### config.mk
export PLATFORM = sky130hd
export DESIGN_NAME = rr_unit_scheduler
export DESIGN_NICKNAME = d
export VERILOG_FILES = /design/src/rtl/sched_pkg.sv /design/src/rtl/rr_pick.sv /design/src/rtl/rr_unit_scheduler.sv
export SDC_FILE = /design/constraint.sdc
export NUM_CORES = 1
export LEC_CHECK = 0
export CORE_AREA = 2 2 75 131
export DETAILED_ROUTE_END_ITERATION = 7
export DIE_AREA = 0 0 77 133
export GPL_TIMING_DRIVEN = 0
export PLACE_DENSITY = 0.8
export SKIP_LAST_GASP = 1
export SLEW_MARGIN = 20
export SYNTH_ARGS = -nofsm -noshare
export SYNTH_HDL_FRONTEND = slang
export SYNTH_SLANG_ARGS = --single-unit
### constraint.sdc
create_clock -name clk -period 2.46 [get_ports clk]
set_clock_uncertainty 0.1 [all_clocks]
set_input_delay 0.738 -clock clk [delete_from_list [all_inputs] [get_ports clk]]
set_output_delay 0.738 -clock clk [all_outputs]
set_load 0.02 [all_outputs]
### src/rtl/sched_pkg.sv
// ----------------------------------------------------------------------------
// sched_pkg
// Shared types and default sizing for the round-robin unit scheduler.
//   sched_state_t : scheduler FSM state encoding
//   DEF_*         : default parameter values for N_REQ / OP_W / TIMEOUT
// ----------------------------------------------------------------------------
package sched_pkg;

    typedef enum logic [1:0] {
        IDLE  = 2'd0,
        ISSUE = 2'd1,
        WAIT  = 2'd2,
        RESP  = 2'd3
    } sched_state_t;

    localparam int unsigned DEF_N_REQ   = 3;
    localparam int unsigned DEF_OP_W    = 32;
    localparam int unsigned DEF_TIMEOUT = 16;

endpackage

### src/rtl/rr_pick.sv
// ----------------------------------------------------------------------------
// rr_pick
// Combinational rotating-priority encoder. Searches req starting at ptr and
// wrapping modulo N_REQ; the first set bit wins.
// Ports:
//   req    in  N_REQ          request vector
//   ptr    in  $clog2(N_REQ)  highest-priority index
//   any    out 1              at least one request is set
//   winner out $clog2(N_REQ)  index of the winning request (0 when !any)
// ----------------------------------------------------------------------------
module rr_pick import sched_pkg::*; #(
    parameter int unsigned N_REQ = DEF_N_REQ
) (
    input  logic [N_REQ-1:0]         req,
    input  logic [$clog2(N_REQ)-1:0] ptr,
    output logic                     any,
    output logic [$clog2(N_REQ)-1:0] winner
);

    localparam int unsigned IW = $clog2(N_REQ);

    // Upper copy of the request vector supplies the wrapped-around candidates,
    // so no modulo arithmetic is needed and non-power-of-2 N_REQ works.
    logic [2*N_REQ-1:0] w_req2;
    logic [2*N_REQ-1:0] w_masked;
    logic               w_found;

    always_comb begin
        w_req2 = {req, req};
        for (int unsigned i = 0; i < 2 * N_REQ; i++) begin
            w_masked[i] = w_req2[i] && (i >= 32'(ptr));
        end
    end

    always_comb begin
        any     = |req;
        winner  = '0;
        w_found = 1'b0;
        for (int unsigned i = 0; i < 2 * N_REQ; i++) begin
            if (!w_found && w_masked[i]) begin
                w_found = 1'b1;
                winner  = (i >= N_REQ) ? IW'(i - N_REQ) : IW'(i);
            end
        end
    end

endmodule

### src/rtl/rr_unit_scheduler.sv
// ----------------------------------------------------------------------------
// rr_unit_scheduler
// Shares one multi-cycle execution unit between N_REQ requesters using
// round-robin arbitration. One op in flight; a watchdog forces an error
// response when the unit does not answer within TIMEOUT WAIT cycles.
// Ports:
//   clk, rst      clock, synchronous active-high reset
//   req_valid     per-requester request (held until req_ready)
//   req_data      packed operands, requester i at [i*OP_W +: OP_W]
//   req_ready     one-hot accept pulse (ISSUE)
//   unit_start    start pulse to the unit (ISSUE)
//   unit_data     latched operand for the unit
//   unit_done     unit completion strobe, unit_result valid with it
//   rsp_valid     one-hot response pulse (RESP)
//   rsp_data      result, rsp_err = 1 on timeout
//   grant_id      current/last winner
//   busy          state != IDLE
//   err_spurious  sticky: unit_done seen outside WAIT
// ----------------------------------------------------------------------------
module rr_unit_scheduler import sched_pkg::*; #(
    parameter int unsigned N_REQ   = DEF_N_REQ,
    parameter int unsigned OP_W    = DEF_OP_W,
    parameter int unsigned TIMEOUT = DEF_TIMEOUT
) (
    input  logic                     clk,
    input  logic                     rst,
    input  logic [N_REQ-1:0]         req_valid,
    input  logic [N_REQ*OP_W-1:0]    req_data,
    output logic [N_REQ-1:0]         req_ready,
    output logic                     unit_start,
    output logic [OP_W-1:0]          unit_data,
    input  logic                     unit_done,
    input  logic [OP_W-1:0]          unit_result,
    output logic [N_REQ-1:0]         rsp_valid,
    output logic [OP_W-1:0]          rsp_data,
    output logic                     rsp_err,
    output logic [$clog2(N_REQ)-1:0] grant_id,
    output logic                     busy,
    output logic                     err_spurious
);

    localparam int unsigned IW = $clog2(N_REQ);
    localparam int unsigned WW = $clog2(TIMEOUT + 1);

    sched_state_t   r_state;
    logic [IW-1:0]  r_ptr;
    logic [IW-1:0]  r_grant;
    logic [OP_W-1:0] r_unit_data;
    logic [OP_W-1:0] r_rsp_data;
    logic           r_rsp_err;
    logic           r_err_spurious;
    logic [WW-1:0]  r_wdog;

    logic           w_any;
    logic [IW-1:0]  w_winner;
    logic [N_REQ-1:0] w_grant_oh;

    rr_pick #(
        .N_REQ (N_REQ)
    ) u_pick (
        .req    (req_valid),
        .ptr    (r_ptr),
        .any    (w_any),
        .winner (w_winner)
    );

    always_ff @(posedge clk) begin
        if (rst) begin
            r_state        <= IDLE;
            r_ptr          <= '0;
            r_grant        <= '0;
            r_unit_data    <= '0;
            r_rsp_data     <= '0;
            r_rsp_err      <= 1'b0;
            r_err_spurious <= 1'b0;
            r_wdog         <= '0;
        end else begin
            if (unit_done && (r_state != WAIT)) begin
                r_err_spurious <= 1'b1;
            end
            unique case (r_state)
                IDLE: begin
                    if (w_any) begin
                        r_grant     <= w_winner;
                        r_unit_data <= req_data[w_winner*OP_W +: OP_W];
                        r_state     <= ISSUE;
                    end
                end
                ISSUE: begin
                    // Pointer moves past the winner only once the op is accepted.
                    r_ptr   <= (r_grant == IW'(N_REQ - 1)) ? '0 : r_grant + 1'b1;
                    r_wdog  <= '0;
                    r_state <= WAIT;
                end
                WAIT: begin
                    // done takes priority over a coincident timeout
                    if (unit_done) begin
                        r_rsp_data <= unit_result;
                        r_rsp_err  <= 1'b0;
                        r_state    <= RESP;
                    end else if (r_wdog == WW'(TIMEOUT - 1)) begin
                        r_rsp_data <= '0;
                        r_rsp_err  <= 1'b1;
                        r_state    <= RESP;
                    end else begin
                        r_wdog <= r_wdog + 1'b1;
                    end
                end
                RESP: begin
                    r_state <= IDLE;
                end
                default: begin
                    r_state <= IDLE;
                end
            endcase
        end
    end

    always_comb begin
        for (int unsigned i = 0; i < N_REQ; i++) begin
            w_grant_oh[i] = (r_grant == IW'(i));
        end
    end

    // Pulse outputs are decoded from registered state only.
    assign req_ready    = (r_state == ISSUE) ? w_grant_oh : '0;
    assign unit_start   = (r_state == ISSUE);
    assign rsp_valid    = (r_state == RESP) ? w_grant_oh : '0;
    assign unit_data    = r_unit_data;
    assign rsp_data     = r_rsp_data;
    assign rsp_err      = r_rsp_err;
    assign grant_id     = r_grant;
    assign busy         = (r_state != IDLE);
    assign err_spurious = r_err_spurious;

endmodule

# Word level (Yosys, flattened, before mapping)
# Index checks and enable logic that the tools add are counted.
[word_totals]
ff_bits = 77
latchBits = 0
ram_bits = 0
mem_bits_ro = 0
out_inout_bits = 76
memories = 0
[op_classes]
n_addsub = 2
mul = 0
div_mod_pow = 0
magnitude_cmp = 3
eq_ne = 11
shift = 1
mux = 24
bitwise = 0
n_reduce_logical = 24
[op_table]
columns = ["operator", "n"]
rows = [
  ["96-bit by 8-bit indexed part select with 32-bit output", 1],
  ["32-bit 2-to-1 mux", 2],
  ["2-bit 2-to-1 mux", 8],
  ["5-bit 2-to-1 mux", 2],
  ["5-bit case mux with 2 select lines", 1],
  ["1-bit logical AND", 9],
  ["1-bit 2-to-1 mux", 8],
  ["2-bit case mux with 4 select lines", 1],
  ["2-bit == test, second input constant", 3],
  ["3-bit 2-to-1 mux", 2],
  ["2-bit inequality test, second input constant", 3],
  ["2-bit AND reduction", 3],
  ["2-bit nonzero test", 3],
  ["5-bit by 1-bit adder with 5-bit output, second input constant", 1],
  ["5-bit by 4-bit == test with 1-bit output, second input constant", 1],
  ["1-bit zero test", 5],
  ["2-bit by 1-bit == test with 1-bit output, second input constant", 2],
  ["1-bit by 2-bit greater-or-equal comparator with 1-bit output, first input constant", 2],
  ["2-bit zero test", 2],
  ["3-bit inequality test, second input constant", 1],
  ["3-bit AND reduction", 1],
  ["3-bit OR reduction", 1],
  ["2-bit by 1-bit adder with 2-bit output, second input constant", 1],
  ["2-bit greater-or-equal comparator, first input constant", 1],
  ["2-bit by 1-bit inequality test with 1-bit output, second input constant", 1],
]

# Longest topological paths before layout
# Gate-level depths: netlist (run 1).
[depth]
depth_word = 19
ltp_mapped = 8

# Cells and area by module
# A second synthesis (run 1) with hierarchy kept.
[hier_totals]
cells_unflattened = 373
hier_area_um2 = 3468.3
[modules_own_cells]
columns = ["mod", "n_inst", "cells_per_inst", "area_each_um2", "seq_area_each_um2"]
rows = [
  ["rr_unit_scheduler", 1, 365, 3417.0, 1541.5],
  ["rr_pick", 1, 8, 51.3, 0.0],
]

# Worst setup path before layout (run 1)
# OpenSTA, ideal clock, no wires.
[synth_path]
path_type = "reg2out"
from = "register r_state[1]"
to = "output port req_ready[1]"
arrival_ps = 1376
required_ps = 1622
path_slack_ps = 246
stages_incl_launch_ff = 5
n_path_buf = 0
cell_sequence = "dfxtp_1 > inv_1 > ha_1 > inv_1 > nor3b_1"
[synth_via]
elab_chain_len = 2
[synth_rtl]
columns = ["item", "line_no", "source"]
rows = [
  ["start: declaration", "rr_unit_scheduler.sv:45", "sched_state_t r_state;"],
  ["start signal: assignment", "rr_unit_scheduler.sv:69", "r_state <= IDLE;"],
  ["start signal: assignment", "rr_unit_scheduler.sv:86", "r_state <= ISSUE;"],
  ["start signal: assignment", "rr_unit_scheduler.sv:93", "r_state <= WAIT;"],
  ["2-bit by 1-bit == test with 1-bit output", "--", ""],
  ["net unit_start", "rr_unit_scheduler.sv:30", "output logic unit_start,"],
  ["3-bit 2-to-1 mux", "rr_unit_scheduler.sv:126", "assign req_ready = (r_state == ISSUE) ? w_grant_oh : '0;"],
  ["end: declaration", "rr_unit_scheduler.sv:29", "output logic [N_REQ-1:0] req_ready,"],
]
# The timed path passes the listed nets, and every way through them passes these cells.

# Worst setup path after layout (run 1)
[layout_path]
from = "register r_state[1]"
to = "output port req_ready[0]"
[layout_via]
elab_chain_len = 2
[layout_rtl]
columns = ["item", "line_no"]
rows = [
  ["2-bit by 1-bit == test with 1-bit output", "rr_unit_scheduler.sv:126"],
  ["3-bit 2-to-1 mux", "rr_unit_scheduler.sv:126"],
]
# No other way between the ends.

==> results of run 1 <==
-- final cells by class --
type	instances	area (um^2)
plain buffers	26	164
clock buffers	10	239
flip-flops and latches	77	1540
fillers	814	3410
inverters	8	30.0
clock inverters	6	38.8
multi-input cells	228	1590
repair buffers	215	2130
well taps	122	153
-- report_power, final --
part           internal [mW]  leakage (nW)  switching, mW  total, mW
registers               1.51         0.629          0.153       1.66
clock network          0.706         0.134          0.515       1.22
logic                  0.998          1.59           1.06       2.06
-- worst reg2reg max path: stages, from the launching register on --
cell,delay [ns]
dfxtp_1,0.34
ha_1,0.23
and3_1,0.19
ha_1,0.22
o21ai_2,0.33
clkbuf_1,0.41
a22oi_1,0.17
nor2_1,0.12
-- routing by layer --
layer	vias up	GRT usage	wire (um)
met5	-	0	0
met4	0	0.0585	114
met3	8	0.0928	1070
met2	167	0.415	6170
met1	1624	0.228	4180
li1	1698	-	-
-- what timing repair did --
action / 4_1_cts / 5_1_grt
endpoints found under the hold margin: 0 / 0
endpoints found under the setup margin: 24 / 64
resized for setup: 17 / 11
pin swaps: 1 / 1
buffers inserted: 3 / 3
-- registers in the layout, summed over array words and instances, names as in the netlist --
| register | cells |
|---|---|
| unit_data | 32 |
| r_wdog | 5 |
| err_spurious | 1 |
| rsp_data | 32 |
| r_state | 2 |
| rsp_err | 1 |
| r_ptr | 2 |
| grant_id | 2 |
-- per-stage QoR --
stage	std cells	setup WS, ns	TNS [ns]	util	cell area, um^2
6_report	692	0.0938	0	0.633	5880
4_1_cts	689	-0.182	-0.182	0.630	5860
2_1_floorplan	339	0.246	0	-	3310
5_1_grt	692	-0.0197	-0.0299	0.633	5880
3_5_place_dp	670	-0.466	-17.38	0.598	5550
3_3_place_gp	670	-0.436	-14.34	0.598	5550
-- cells by family after synthesis --
group,after synthesis
adder cells (fa/ha/maj),6
multiplexers,34
flip-flops,77
AND/OR/NAND/NOR,70
AO/OA/AOI/OAI,118
buffers and inverters,34
-- layout by cell type (no fill, tap or decap), types with 4 or more instances in the layout --
cell,count
o21ai_1,29
a21oi_1,9
ha_1,6
nand2_1,7
mux2i_1,34
clkbuf_1,12
buf_4,6
clkdlybuf4s50_1,201
nor2_1,42
a22oi_1,65
clkbuf_16,9
clkbuf_2,4
inv_1,8
dlygate4sd2_1,4
dfxtp_1,77
-- final timing paths --
check | startpoint | end | slack (ns)
worst max register to register | r_wdog[0]$_SDFFE_PP0P_ | rsp_data[31]$_SDFFE_PP0P_ | 0.30
worst max-delay path | r_state[1]$_SDFFE_PP0P_ | req_ready[0] | 0.09
worst min-delay path | r_wdog[4]$_SDFFE_PP0P_ | r_wdog[4]$_SDFFE_PP0P_ | 0.36
worst min register to register | r_wdog[4]$_SDFFE_PP0P_ | r_wdog[4]$_SDFFE_PP0P_ | 0.36
==> flow_summary.toml, run 1 <==
[cells_and_area]
syn_to_final_growth_pct = 77.8
nets = 705
n_antenna_cell = 0
drive_gt1_frac = 0.0807

[critical_path]
crit_family = "buffers and inverters"
slowest_delay_ns = 0.34
worst_ep_arrival_time_ns = 1.53
path_class = "reg2out"
worstPathRequired_ns = 1.62
cp-start-kind = "flop"
critPathCaptureType = "output pin"
crit_path_frequent_cell = "inv_1"
cp.depth = 5
crit_buf_inv = 3
path_cells = "inv_1, ha_1, inv_1, nor3_1, buf_4"
rr_worst_depth = 7
cp_slowest_cell = "dfxtp_1"
cp_max_fo = 4

[floorplanning]
start_util = 0.356
coreArea_mm2 = 0.00929
die_area_mm2 = 0.0102
die_height_um = 133
rows = 47
io_pins = 210
die_w_um = 77

[synthesis]
avgSynthCellArea_um2 = 9.76
synthMostInstantiatedCell = "dfxtp_1"
synth.distinct_cells = 37
yosys-top-cells-area = "dfxtp_1 47%, a22oi_1 15%, mux2i_1 10%"
ys_async_sr_fraction = 0
synthesis.area_mm2 = 0.00331
syn_inst = 339
synth_mux_area_frac = 0.103
synth-adder-area-share = 0.0227
syn_nets = 479
synth_seq_cells = 77
synth_edf_count = 0
synth_top_family_by_area = "compound AO/OA/AOI/OAI gates"
yosysSeqAreaShare = 0.466
synth.top_cells.by_count = "77 x dfxtp_1, 65 x a22oi_1, 42 x nor2_1"
synthSimpleGateAreaFrac = 0.0968
yosys_most_used_dff = "dfxtp_1"
synth.top_cell.area_share = 0.466
synth_compound_area_frac = 0.254
synth_top_cell_by_area = "dfxtp_1"
synthXorXnorAreaFrac = 0
synth_warnings = 0

[sta]
fin_crit_ns = 2.37
period_share = 0.962
tightest_slew_ns = 0.525
setup_viol = 0
whs_ns = 0.364
fmax_ghz = 0.423
rsz0062_at_grt = "true"
maxSlewHeadroom = 0.650
hold_violations = 0
slew_violations = 0

[clock_tree]
cts_root_buffer = "clkbuf_16"
cts.path.max_buffers = 2
cts_tree = "done"
cts.clk_slew.worst_paths_ns = 0.06
htree_levels = 3
holdBufCountCts = 0
cts_made_buffers = 9
clk_latency_ns = 0.33
clkSinkCount = 77

[route]
detail-route-antenna-nets = 0
via_per_inst = 5.05
wl_mm = 11.5
initialDrtViolationCount = 92
dr.pass1.iters = 4
vias = 3497
wl_per_cell_um = 16.7
drc = 0

[hold_path]
hp-class = "reg2reg"
min_path_cells = 2

[placement]
port_buffers = 209
hpwlAfterDp_mm = 9.12
gp_congestion = 0.775

[grt]
grt_overflow = 0
grt_antenna_before_repair = 0
grt_pass1_wl_mm = 18.2
grt_usage = 0.224
grt_max_degree = 14
grt_pass1_vias = 3586

[run]
maxCapViolations = 0

[pwr]
p_leak_nw = 2.35
power_mw = 4.94
power-per-cell-area_mw_per_mm2 = 840
vdd_drop_max_uv = 523

[run_status]
status = "completed"
(Power assumes the default switching activity.)
==> run 2, diff against run 1 <==
==> constraint.sdc (replaced) <==
create_clock -name clk -period 2.7 [get_ports clk]
set_clock_uncertainty 0.1 [all_clocks]
set_input_delay 0.81 -clock clk [delete_from_list [all_inputs] [get_ports clk]]
set_output_delay 0.81 -clock clk [all_outputs]
set_load 0.02 [all_outputs]
==> flow_summary.toml, run 2 (synthesis results as in run 1) <==
[run_status]
status = "completed"

[clock_tree]
cts.path.max_buffers = 2
cts_made_buffers = 9
clkSinkCount = 77
cts.clk_slew.worst_paths_ns = 0.06
htree_levels = 3
cts_tree = "done"
clk_latency_ns = 0.33
holdBufCountCts = 0
post_cts_buffers = 0
cts_root_buffer = "clkbuf_16"

[floorplanning]
die_height_um = 133
io_pins = 210
rows = 47
die_area_mm2 = 0.0102
die_w_um = 77
start_util = 0.356
coreArea_mm2 = 0.00929

[route]
drc = 0
via_per_inst = 5.08
detail-route-antenna-nets = 0
wl_per_cell_um = 16.8
initialDrtViolationCount = 106
dr.pass1.iters = 5
wl_mm = 11.5
vias = 3485

[critical_path]
rr_worst_depth = 7
path_class = "reg2out"
cp-start-kind = "flop"
cp_slowest_cell = "clkdlybuf4s50_1"
crit_buf_inv = 1
r2r_start = "r_wdog[0]$_SDFFE_PP0P_"
critPathCaptureType = "output pin"
worstPathRequired_ns = 1.79
path_cells = "ha_1, and3b_1, clkdlybuf4s50_1"
reg2reg_to = "r_wdog[4]$_SDFFE_PP0P_"
rrSetupSlack_ns = 0.27
slowest_delay_ns = 0.62
crit_family = "buffers and inverters"
worst_ep_arrival_time_ns = 1.71
cp_max_fo = 4

[sta]
fmax_ghz = 0.381
fin_crit_ns = 2.62
setup_viol = 0
rsz0062_at_grt = "false"
setup_tns_ns = 0
hold_violations = 0
maxSlewHeadroom = 0.565
tightest_slew_ns = 0.648
slew_violations = 0
period_share = 0.971

[pwr]
p_leak_nw = 2.32
power_mw = 4.46
vdd_drop_max_uv = 476
power-per-cell-area_mw_per_mm2 = 765

[cells_and_area]
final_common_cell = "clkdlybuf4s50_1"
fin_area_mm2 = 0.00582
syn_to_final_growth_pct = 76.0
nets = 699
drive_gt1_frac = 0.0603
n_antenna_cell = 0
final_cell_mix = "203 x clkdlybuf4s50_1, 77 x dfxtp_1, 65 x a22oi_1"

[placement]
placed_area_mm2 = 0.00555
port_buffers = 209
gp_congestion = 0.775
hpwlAfterDp_mm = 9.12

[hold_path]
holdCritStartpoint = "r_wdog[4]$_SDFFE_PP0P_"
hp-class = "reg2reg"
min_path_cells = 2
min_to = "r_wdog[4]$_SDFFE_PP0P_"

[run]
maxCapViolations = 0

[grt]
grt_pass1_wl_mm = 18.2
grt_usage = 0.223
grt_overflow = 0
grt_max_degree = 14
grt_antenna_before_repair = 0
grt_pass1_vias = 3575
run 2: changes by cell type in the layout (fill, tap and decap cells not counted), moves of 2 or more:
| cell | delta |
|---|---|
| clkbuf_1 | +2 |
| clkbuf_2 | -2 |
| clkdlybuf4s50_1 | +2 |
| buf_4 | -6 |
run 2: worst reg2reg max path, cell delays in order (launching register included):
cell and delay [ns]:
dfxtp_1 0.34, ha_1 0.23, and3_1 0.19, ha_1 0.21, o21ai_1 0.53, nand2_1 0.26
or3_1 0.36, a21oi_1 0.14
run 2: per-layer routing:
metal | wire length, um | part of all wire | track usage | vias to the layer above
li1 | - | - | - | 1686
met1 | 4220 | 0.37 | 0.228 | 1625
met2 | 6120 | 0.53 | 0.415 | 164
met3 | 1050 | 0.091 | 0.0928 | 10
met4 | 127 | 0.011 | 0.0585 | 0
met5 | 0 | 0 | 0 | -
run 2: how the worst max path moves through the flow:
stage	depth (start not counted)	from	to
final	3	r_state[1]$_SDFFE_PP0P_	rsp_valid[2]
after global routing	5	r_state[1]$_SDFFE_PP0P_	req_ready[0]
after detailed placement	6	req_valid[0]	unit_data[16]$_SDFFE_PP0P_
after CTS	5	r_state[1]$_SDFFE_PP0P_	req_ready[1]
after floorplan	4	r_state[1]$_SDFFE_PP0P_	req_ready[1]
after global placement	6	req_valid[0]	unit_data[16]$_SDFFE_PP0P_
run 2: layout make-up:
cell class,count,area (um^2)
multi-input cells,228,1580
inverters,8,30.0
flip-flops and latches,77,1540
clock buffers,10,239
well taps,122,153
fillers,819,3470
plain buffers,26,161
clock inverters,6,38.8
repair buffers,209,2080
run 2: timing repair:
item                       in CTS  in global routing
gates cloned                    0                  0
resized for setup               5                  6
setup endpoints to repair       5                  3
run 2: power breakdown:
group / total, mW / internal [mW] / leakage (nW) / switching, mW
Sequential: 1.51 / 1.38 / 0.629 / 0.138
Combinational: 1.83 / 0.873 / 1.56 / 0.958
Clock: 1.11 / 0.643 / 0.134 / 0.469
run 2: per-stage QoR:
stage	util	hold slack [ns]	instances	setup WS (ns)
finish	0.627	0.365	686	0.0780
global route	0.627	0.381	686	0.000309
CTS	0.627	0.364	686	-0.0385
detailed placement	0.598	0.358	670	-0.298
global placement	0.598	0.345	670	-0.268
floorplan	-	0.332	339	0.414
==> run 3, diff against run 2 <==
--- a/config.mk
+++ b/config.mk
@@ -5,6 +5,7 @@
 export SDC_FILE = /design/constraint.sdc
 export NUM_CORES = 1
 export LEC_CHECK = 0
+export CAP_MARGIN = 20
 export CORE_AREA = 2 2 75 131
 export DETAILED_ROUTE_END_ITERATION = 7
 export DIE_AREA = 0 0 77 133
==> results of run 3 <==
No change in the layout: final DEF, timing and power equal those of run 2.
